### config.mk
export PLATFORM = sky130hd
export DESIGN_NAME = motor_mode_sequencer
export DESIGN_NICKNAME = d
export VERILOG_FILES = /design/src/rtl/motor_mode_sequencer.sv
export SDC_FILE = /design/constraint.sdc
export NUM_CORES = 1
export LEC_CHECK = 0
export ABC_AREA = 1
export BUFFER_PORTS_ARGS = -buffer_cell sky130_fd_sc_hd__buf_2
export CAP_MARGIN = 20
export CORE_MARGIN = 3
export CORE_UTILIZATION = 50
export DETAILED_ROUTE_END_ITERATION = 7
export PLACE_DENSITY = 0.71
export SLEW_MARGIN = 20
export SYNTH_ARGS = -nofsm -noshare
export SYNTH_HDL_FRONTEND = slang
export SYNTH_SLANG_ARGS = --single-unit
### constraint.sdc
create_clock -name clk -period 2.4 [get_ports clk]
set_input_delay 0.12 -clock clk [delete_from_list [all_inputs] [get_ports clk]]
set_output_delay 0.12 -clock clk [all_outputs]
set_load 0.1 [all_outputs]
### src/rtl/motor_mode_sequencer.sv
// Line-follower motor mode sequencer: tracking, junction turns, lost/finish.
// Optional BRAKE_DWELL_EN inserts a STOP dwell before each turn.
module motor_mode_sequencer #(
  parameter int unsigned TURN_CYCLES  = 50000000,
  parameter int unsigned BACK_CYCLES  = 100000000,
  parameter int unsigned LOST_CYCLES  = 20000000,
  parameter int unsigned DWELL_CYCLES = 10000000
) (
  input  logic       clk,
  input  logic       rst,
  input  logic       en_i,
  input  logic [2:0] sensor_i,
  input  logic       cmd_valid_i,
  input  logic [1:0] cmd_i,
  output logic       cmd_ready_o,
  output logic [4:0] mode_o,
  output logic [4:0] last_mode_o,
  output logic       busy_o
);

  localparam logic [4:0] M_IDLE     = 5'd0;
  localparam logic [4:0] M_STRAIGHT = 5'd3;
  localparam logic [4:0] M_LEFT     = 5'd5;
  localparam logic [4:0] M_RIGHT    = 5'd6;
  localparam logic [4:0] M_BACK     = 5'd7;
  localparam logic [4:0] M_LLEFT    = 5'd8;
  localparam logic [4:0] M_LRIGHT   = 5'd9;
  localparam logic [4:0] M_FINISH   = 5'd29;
  localparam logic [4:0] M_STOP     = 5'd30;
  localparam logic [4:0] M_ERROR    = 5'd31;

  typedef enum logic [2:0] {
    S_IDLE,
    S_TRACK,
`ifdef BRAKE_DWELL_EN
    S_DWELL,
`endif
    S_TURN,
    S_FINISHED,
    S_LOST
  } state_t;

  state_t      state_q, state_d;
  logic [4:0]  mode_q, mode_d;
  logic [4:0]  last_q;
  logic        busy_q, busy_d;
  logic [31:0] cnt_q, cnt_d;
  logic [31:0] lost_q, lost_d;

  function automatic logic [4:0] track_map(
    input logic [2:0] s,
    input logic [4:0] hold
  );
    logic [4:0] m;
    m = hold;
    unique case (s)
      3'b010, 3'b101, 3'b111: m = M_STRAIGHT;
      3'b100, 3'b110:         m = M_LLEFT;
      3'b001, 3'b011:         m = M_LRIGHT;
      default:                m = hold;
    endcase
    return m;
  endfunction

  function automatic logic [4:0] dir_of(input logic [1:0] c);
    logic [4:0] m;
    unique case (c)
      2'b00:   m = M_LEFT;
      2'b01:   m = M_RIGHT;
      default: m = M_BACK;
    endcase
    return m;
  endfunction

  function automatic logic [31:0] len_of(input logic [4:0] d);
    return (d == M_BACK) ? BACK_CYCLES : TURN_CYCLES;
  endfunction

`ifdef BRAKE_DWELL_EN
  logic [4:0] dir_q, dir_d;
`else
  logic unused_dwell;
  assign unused_dwell = ^DWELL_CYCLES;
`endif

  assign cmd_ready_o = (state_q == S_TRACK) && en_i
                       && (sensor_i == 3'b111);

  always_comb begin
    state_d = state_q;
    mode_d  = mode_q;
    cnt_d   = cnt_q;
    lost_d  = lost_q;
`ifdef BRAKE_DWELL_EN
    dir_d   = dir_q;
`endif
    if (!en_i) begin
      state_d = S_IDLE;
      mode_d  = M_IDLE;
      cnt_d   = '0;
      lost_d  = '0;
    end else begin
      unique case (state_q)
        S_IDLE: state_d = S_TRACK;
        S_TRACK: begin
          if (cmd_ready_o && cmd_valid_i) begin
            lost_d = '0;
            if (cmd_i == 2'b11) begin
              state_d = S_FINISHED;
              mode_d  = M_FINISH;
            end else begin
`ifdef BRAKE_DWELL_EN
              state_d = S_DWELL;
              mode_d  = M_STOP;
              dir_d   = dir_of(cmd_i);
              cnt_d   = DWELL_CYCLES;
`else
              state_d = S_TURN;
              mode_d  = dir_of(cmd_i);
              cnt_d   = len_of(dir_of(cmd_i));
`endif
            end
          end else if (sensor_i == 3'b000) begin
            // Saturate at the terminal count once the line is lost
            if (lost_q + 32'd1 >= LOST_CYCLES) begin
              state_d = S_LOST;
              mode_d  = M_ERROR;
              lost_d  = LOST_CYCLES;
            end else begin
              lost_d = lost_q + 32'd1;
            end
          end else begin
            lost_d = '0;
            mode_d = track_map(sensor_i, mode_q);
          end
        end
`ifdef BRAKE_DWELL_EN
        S_DWELL: begin
          if (cnt_q <= 32'd1) begin
            state_d = S_TURN;
            mode_d  = dir_q;
            cnt_d   = len_of(dir_q);
          end else begin
            cnt_d = cnt_q - 32'd1;
          end
        end
`endif
        S_TURN: begin
          if (cnt_q <= 32'd1) begin
            state_d = S_TRACK;
            cnt_d   = '0;
            mode_d  = track_map(sensor_i, mode_q);
          end else begin
            cnt_d = cnt_q - 32'd1;
          end
        end
        default: ;
      endcase
    end
`ifdef BRAKE_DWELL_EN
    busy_d = (state_d == S_TURN) || (state_d == S_DWELL);
`else
    busy_d = (state_d == S_TURN);
`endif
  end

  always_ff @(posedge clk or posedge rst) begin
    if (rst) begin
      state_q <= S_IDLE;
      mode_q  <= M_IDLE;
      last_q  <= M_IDLE;
      busy_q  <= 1'b0;
      cnt_q   <= '0;
      lost_q  <= '0;
`ifdef BRAKE_DWELL_EN
      dir_q   <= M_IDLE;
`endif
    end else begin
      state_q <= state_d;
      mode_q  <= mode_d;
      busy_q  <= busy_d;
      cnt_q   <= cnt_d;
      lost_q  <= lost_d;
      if (mode_d != mode_q) last_q <= mode_q;
`ifdef BRAKE_DWELL_EN
      dir_q   <= dir_d;
`endif
    end
  end

  assign mode_o      = mode_q;
  assign last_mode_o = last_q;
  assign busy_o      = busy_q;

endmodule

==> results.yml, run 1 <==
finish:
  multi_input_area_sq_mm: 0.00349
  nNetsFinal: 1000
  fillers: 620
  ff_latch_area_sq_mm: 0.00196
  drive_gt1_share_pct: 39.8
  areaGrowthSynthToFinish_pct: 50.2
  antenna_cells: 0
  finalNonFillerCells: 1123
die:
  ios: 21
  start_util_pct: 52.8
  fp-row-count: 36
  core_sq_mm: 0.0100
  die_h_microns: 109
  die-area_sq_mm: 0.0119
  dieWidth_microns: 109
synth:
  synth_top_area_cell: "dfrtp_1"
  ys_ff_latch: 78
  netlist.area_leader.share_pct: 36.8
  avgSynthCellArea_sq_um: 6.83
  synth.most_common_cell: "nand2_1"
  synth_nets: 792
  synth-edff-count: 0
  synth_ff_type: "dfrtp_1"
  synth_top_cells_by_count: "nand2_1, inv_1, nor2_1"
  synth-warning-count: 0
  async_reset_ff_share_pct: 100
  synthTopCellsByArea: "dfrtp_1, nand2_1, inv_1"
  synth_cell_type_count: 42
  synth_area_sq_mm: 0.00531
  syn-instance-count: 777
  ys_seq_area_share_pct: 36.8
setup_path:
  cp_common_cell: "nand2_2"
  crit_fanout: 6
  critical_path_class: "register to register"
  cp_slowest_cell: "dfrtp_1"
  worstSetupEndpointType: "register"
  cp_cell_sequence: "nand2_1, nor2_2, nand2_1, nor2_8, nand2_4, nand2_2, nand2_2, nor2_4, buf_4, buf_4, nand2_1, nand2_2, nand4_1, nand2_1, nand2_2, nand2_2, nand2_1, nand2_2, nand2_2, nor2_4, nand3_4, nand2_2, nand2_1"
  cp.required_ns: 2.68
  critical_path.startpoint_type: "register"
  slowest_delay_ns: 0.44
  arrival_ns: 3.15
global_routing:
  grt_pass1_wl_microns: 27800
  antenna_found_initial: 0
  grt_pass1_vias: 6138
  grt_max_degree: 47
  grt_usage_pct: 29.4
  gr-total-overflow: 0
placed_design:
  pre_cts_slack_ns: -0.466
  port-buffer-count: 20
  dp.cells: 1058
  gp_congestion: 0.935
  dp_hpwl_microns: 11300
routing:
  viasPerCell: 5.59
  first_iter_violations: 591
  ant_nets: 0
  drt_wl_total_microns: 18100
  drc: 0
  routed-via-count: 6272
  wl_per_cell_microns: 16.1
  first_pass_iters: 5
hold_path:
  min_path_type: "input port to register"
sta:
  fin_skew_ns: 0.0137
  worst_slack_ns: -0.470
  post-route-period-util_pct: 120
  finalSetupViolCount: 42
  period_minus_slack_ns: 2.87
  tightest_slew_ns: 0.658
  finalSetupTns_ns: -12.11
  rsz0062_at_grt: "true"
  hold_violations: 0
  drv_slew: 0
  fmax_mhz: 348
  slew_headroom_pct: 56.1
clock_tree:
  clk-insertion-delay-late_ns: 0.37
  clock-sinks: 78
  clock-root-buffer: "clkbuf_8"
  clockBufferDepth: 2
  htreeDepth: 3
  cts_tree: "yes"
  clk_pin_slew_ns: 0.09
  cts_made_buffers: 9
power_and_ir_drop:
  ir_drop_uv: 424
  sequentialPowerShare_pct: 33.9
  p_clk_share_pct: 33.5
  p_int_mw: 2.84
  comb_power_share_pct: 32.7
  power.leakage_nw: 3.87
  p_sw_share_pct: 34.4
  p_per_area_mw_per_mm2: 543
  power.switching_mw: 1.49
run_status:
  outcome: "finished with violations"
  violations: "negative setup slack"
flow_run:
  drv_cap: 0
==> power by group through the flow <==
stage / combinational, mW / sequential [mW] / clock [mW]
final: 1.41 / 1.47 / 1.45
after CTS: 1.22 / 1.46 / 1.45
after detailed placement: 1.10 / 1.48 / 0
after floorplan: 0.499 / 1.67 / 0
after global routing: 1.51 / 1.48 / 1.51
after global placement: 1.07 / 1.48 / 0
==> sequential cells by signal, indices dropped and copies added (netlist names) <==
signal	flops
cnt_q	32
lost_q	32
last_mode_o	5
mode_o	5
state_q	3
busy_o	1
==> worst paths after layout <==
kind,from,to,slack (ns),cells past startpoint
worst min-delay path,cmd_valid_i,state_q[1]$_DFF_PP0_,0.14,5
worst min register to register,last_mode_o[0]$_DFFE_PP0P_,last_mode_o[0]$_DFFE_PP0P_,0.51,2
worst max-delay path,lost_q[12]$_DFFE_PP0P_,last_mode_o[1]$_DFFE_PP0P_,-0.47,23
max in group asynchronous,rst,state_q[0]$_DFF_PP0_,1.37,4
worst max register to register,lost_q[12]$_DFFE_PP0P_,last_mode_o[1]$_DFFE_PP0P_,-0.47,23
min in group asynchronous,rst,lost_q[20]$_DFFE_PP0P_,0.35,3
==> per-stage QoR <==
step / instance area (sq um) / utilization [%] / hold WS, ns / total power [mW]
2_1_floorplan: 5370 / - / 0.260 / 2.17
4_1_cts: 7440 / 74.0 / 0.100 / 4.12
6_report: 7970 / 79.4 / 0.140 / 4.33
5_1_grt: 7970 / 79.4 / 0.157 / 4.49
3_5_place_dp: 6650 / 66.2 / 0.225 / 2.58
3_3_place_gp: 6650 / 66.2 / 0.222 / 2.55
==> layout make-up <==
| class | count | share of cell area, % |
|---|---|---|
| inverters | 120 | 5.77 |
| clock buffers | 9 | 1.55 |
| well taps | 133 | 2.09 |
| clock inverters | 7 | 2.01 |
| flip-flops and latches | 78 | 24.5 |
| repair buffers | 207 | 20.3 |
| multi-input cells | 569 | 43.7 |
==> cells in the final DEF, fill, tap and decap left out, types with 3 or more instances in the layout <==
cell type and n:
o21ai_0 21, nor3_4 5, o21ai_2 7, o211ai_1 7, inv_2 15, dfrtp_1 75, o22ai_1 11, nor2_2 16
a31oi_1 3, ha_1 4, xor2_1 15, nor2_1 77, inv_1 99, clkinv_2 3, o22ai_2 5, clkbuf_8 9
nand3_2 14, nand3_4 4, a21oi_1 27, nand3_1 38, nor3_1 10, dfrtp_2 3, nand2_4 9, nor2_4 20
buf_4 168, buf_2 20, nand4_1 15, bufinv_16 5, buf_6 14, nand2_1 155, a21oi_2 5, buf_12 3
o21ai_1 25, nand2_2 44, nor4_2 3
==> critical path: cells and delay by family (launching register included) <==
| kind | cells | cell delay [ns] |
|---|---|---|
| DFF | 1 | 0.44 |
| and+or+nand+nor | 21 | 2.12 |
| buffers and inverters | 2 | 0.22 |
==> routing by layer <==
metal  GRT usage [%]  part of all wire [%]  vias up
li1                -                     -     2951
met1            37.2                    42     2976
met2            51.1                    49      293
met3            3.67                   6.3       52
met4            11.5                   3.0        0
met5               0                     0        -
==> kinds of logic after synthesis <==
logic type / Yosys count / share of synthesized area (%)
simple gates: 421 / 36.5
compound gates: 126 / 13.4
buf+inv: 130 / 9.19
flops: 78 / 36.8
fa+ha+maj: 6 / 1.41
xor+xnor: 16 / 2.64
==> timing repair <==
| action | CTS | global route |
|---|---|---|
| gates resized for setup | 62 | 134 |
| endpoints found under the hold margin | 32 | 0 |
| pin swaps | 6 | 60 |
| hold buffers | 1 | 0 |
| setup buffers | 30 | 24 |
| setup endpoints to repair | 44 | 60 |
| cloned | 1 | 0 |
Note: power is estimated with default switching activity, not from simulation.
==> run 2: changes to the inputs <==
--- a/config.mk
+++ b/config.mk
@@ -11,7 +11,7 @@
 export CORE_MARGIN = 3
 export CORE_UTILIZATION = 50
 export DETAILED_ROUTE_END_ITERATION = 7
-export PLACE_DENSITY = 0.71
+export PLACE_DENSITY = 0.69
 export SLEW_MARGIN = 20
 export SYNTH_ARGS = -nofsm -noshare
 export SYNTH_HDL_FRONTEND = slang
==> constraint.sdc (replaced) <==
create_clock -name clk -period 3 [get_ports clk]
set_input_delay 0.15 -clock clk [delete_from_list [all_inputs] [get_ports clk]]
set_output_delay 0.15 -clock clk [all_outputs]
set_load 0.1 [all_outputs]
==> run 2 against run 1 <==
The flow now finishes without violations. Total power down 30%. Clock skew up 0.0017 ns. Via count down 15%. Die area unchanged.
==> results.yml, run 2 (synthesis results as in run 1) <==
clock_tree:
  clk-insertion-delay-late_ns: 0.38
  cts_tree: "yes"
  htreeDepth: 3
  clockBufferDepth: 2
  clock-root-buffer: "clkbuf_8"
  cts_made_buffers: 9
  clk_pin_slew_ns: 0.09
  clock-sinks: 78
sta:
  tightest_slew_ns: 0.868
  period_minus_slack_ns: 2.86
  finalSetupTns_ns: 0
  finalSetupViolCount: 0
  hold_violations: 0
  fmax_mhz: 349
  fin_skew_ns: 0.0154
  post-route-period-util_pct: 95.4
  slew_headroom_pct: 42.1
  drv_slew: 0
setup_path:
  r2r_setup_slack_ns: 0.14
  r2r-end: "last_mode_o[2]$_DFFE_PP0P_"
  critical_path.startpoint_type: "register"
  worstSetupEndpointType: "register"
  worstReg2RegStart: "lost_q[0]$_DFFE_PP0P_"
  cp.required_ns: 3.27
  arrival_ns: 3.13
  critical_path_class: "register to register"
  crit_fanout: 6
  r2r_cells: 24
routing:
  first_pass_iters: 6
  routed-via-count: 5355
  ant_nets: 0
  drc: 0
  viasPerCell: 5.58
  first_iter_violations: 437
  wl_per_cell_microns: 14.8
  drt_wl_total_microns: 14300
run_status:
  outcome: "complete, no violations"
finish:
  antenna_cells: 0
  areaGrowthSynthToFinish_pct: 17.2
  final_cell_mix: "nand2_1, inv_1, nor2_1, dfrtp_1, nand3_1"
  finalNonFillerCells: 960
  drive_gt1_share_pct: 17.8
  final_common_cell: "nand2_1"
  fillers: 905
  nNetsFinal: 838
  reg.largest.list: "cnt_q: 32 flops, lost_q: 32 flops"
power_and_ir_drop:
  power.leakage_nw: 2.93
  ir_drop_uv: 636
  p_per_area_mw_per_mm2: 490
die:
  fp-row-count: 36
  die-area_sq_mm: 0.0119
  start_util_pct: 52.8
  ios: 21
  dieWidth_microns: 109
  die_h_microns: 109
  core_sq_mm: 0.0100
global_routing:
  gr-total-overflow: 0
  grt_pass1_vias: 4999
  grt_pass1_wl_microns: 23600
  grt_max_degree: 47
  grt_usage_pct: 24.9
  antenna_found_initial: 0
flow_run:
  drv_cap: 0
hold_path:
  hold_depth: 3
  holdPathEnd: "state_q[1]$_DFF_PP0_"
  hold_start: "en_i"
  min_path_type: "input port to register"
placed_design:
  gp_congestion: 0.899
  dp_hpwl_microns: 10300
  port-buffer-count: 20
  dp.cells: 936
## run 2: changes by cell type in the layout (fill, tap and decap cells not counted), sizes merged
cell,previous run,this run
clkinv,5,4
buf,205,44
inv,116,117
clkinvlp,1,0
bufbuf,1,0
## run 2: critical path: stages (launching register included)
cell,delay [ns]
dfrtp_2,0.44
ha_4,0.18
nand2_4,0.06
nor2_4,0.14
nand2_4,0.09
nor2_8,0.16
nand2_4,0.08
nand2_2,0.06
nand2_2,0.07
nor2_4,0.13
nand2_2,0.09
nor2_4,0.10
nand3_2,0.11
nand3_4,0.09
nand2_4,0.07
nand2_1,0.08
nand2_1,0.05
nand2_1,0.11
nand2_2,0.07
nand2_1,0.07
nand2_2,0.08
nor2_8,0.15
nand3_4,0.12
nand2_2,0.08
nand2_1,0.06
## run 2: cell type report
cell class                      instances  area, sq um  share of cell area, %
Sequential cell                        78         1960                   31.5
Multi-Input combinational cell        569         3060                   49.2
Clock inverter                          6          159                   2.55
Tap cell                              133          166                   2.67
Timing Repair Buffer                   45          303                   4.87
Clock buffer                            9          124                   1.99
Inverter                              120          452                   7.26
## run 2: per-layer routing
layer  wire length (microns)  share of wire, %  up-vias  global-route usage, %
li1                        -                 -     2620                      -
met1                    6340                45     2523                   34.5
met2                    6700                47      184                   38.8
met3                     899               6.3       28                   4.80
met4                     308               2.2        0                   8.75
met5                       0                 0        -                      0
## run 2: per-stage QoR
step	cell area, sq um	setup slack (ns)	hold WS (ns)	util [%]	total power [mW]
after floorplan	5320	0.281	0.290	-	1.72
after global placement	5680	0.0951	0.347	56.5	1.88
after detailed placement	5680	0.0205	0.354	56.5	1.89
after CTS	5970	0.0375	0.118	59.5	3.04
after global routing	6220	-0.0553	0.143	61.9	3.19
final	6220	0.137	0.144	61.9	3.05
## run 2: power by group
group	internal [mW]	switching, mW
sequential	1.12	0.0711
combinational	0.202	0.516
clock	0.718	0.422
total	2.04	1.01
## run 2: timing repair
item	in CTS	in global routing
setup endpoints to repair	4	18
hold endpoints to repair	45	0
setup buffers	0	8
hold buffers	1	0
pin swaps	0	15
gates resized for setup	1	57
## run 2: how the worst max path moves through the flow
stage	startpoint	end	depth (start not counted)
2_1_floorplan	state_q[0]$_DFF_PP0_	cnt_q[13]$_DFFE_PP0P_	13
3_3_place_gp	lost_q[0]$_DFFE_PP0P_	last_mode_o[1]$_DFFE_PP0P_	24
3_5_place_dp	lost_q[0]$_DFFE_PP0P_	last_mode_o[3]$_DFFE_PP0P_	24
4_1_cts	lost_q[0]$_DFFE_PP0P_	last_mode_o[2]$_DFFE_PP0P_	24
5_1_grt	lost_q[0]$_DFFE_PP0P_	last_mode_o[2]$_DFFE_PP0P_	24
6_report	lost_q[0]$_DFFE_PP0P_	last_mode_o[2]$_DFFE_PP0P_	24
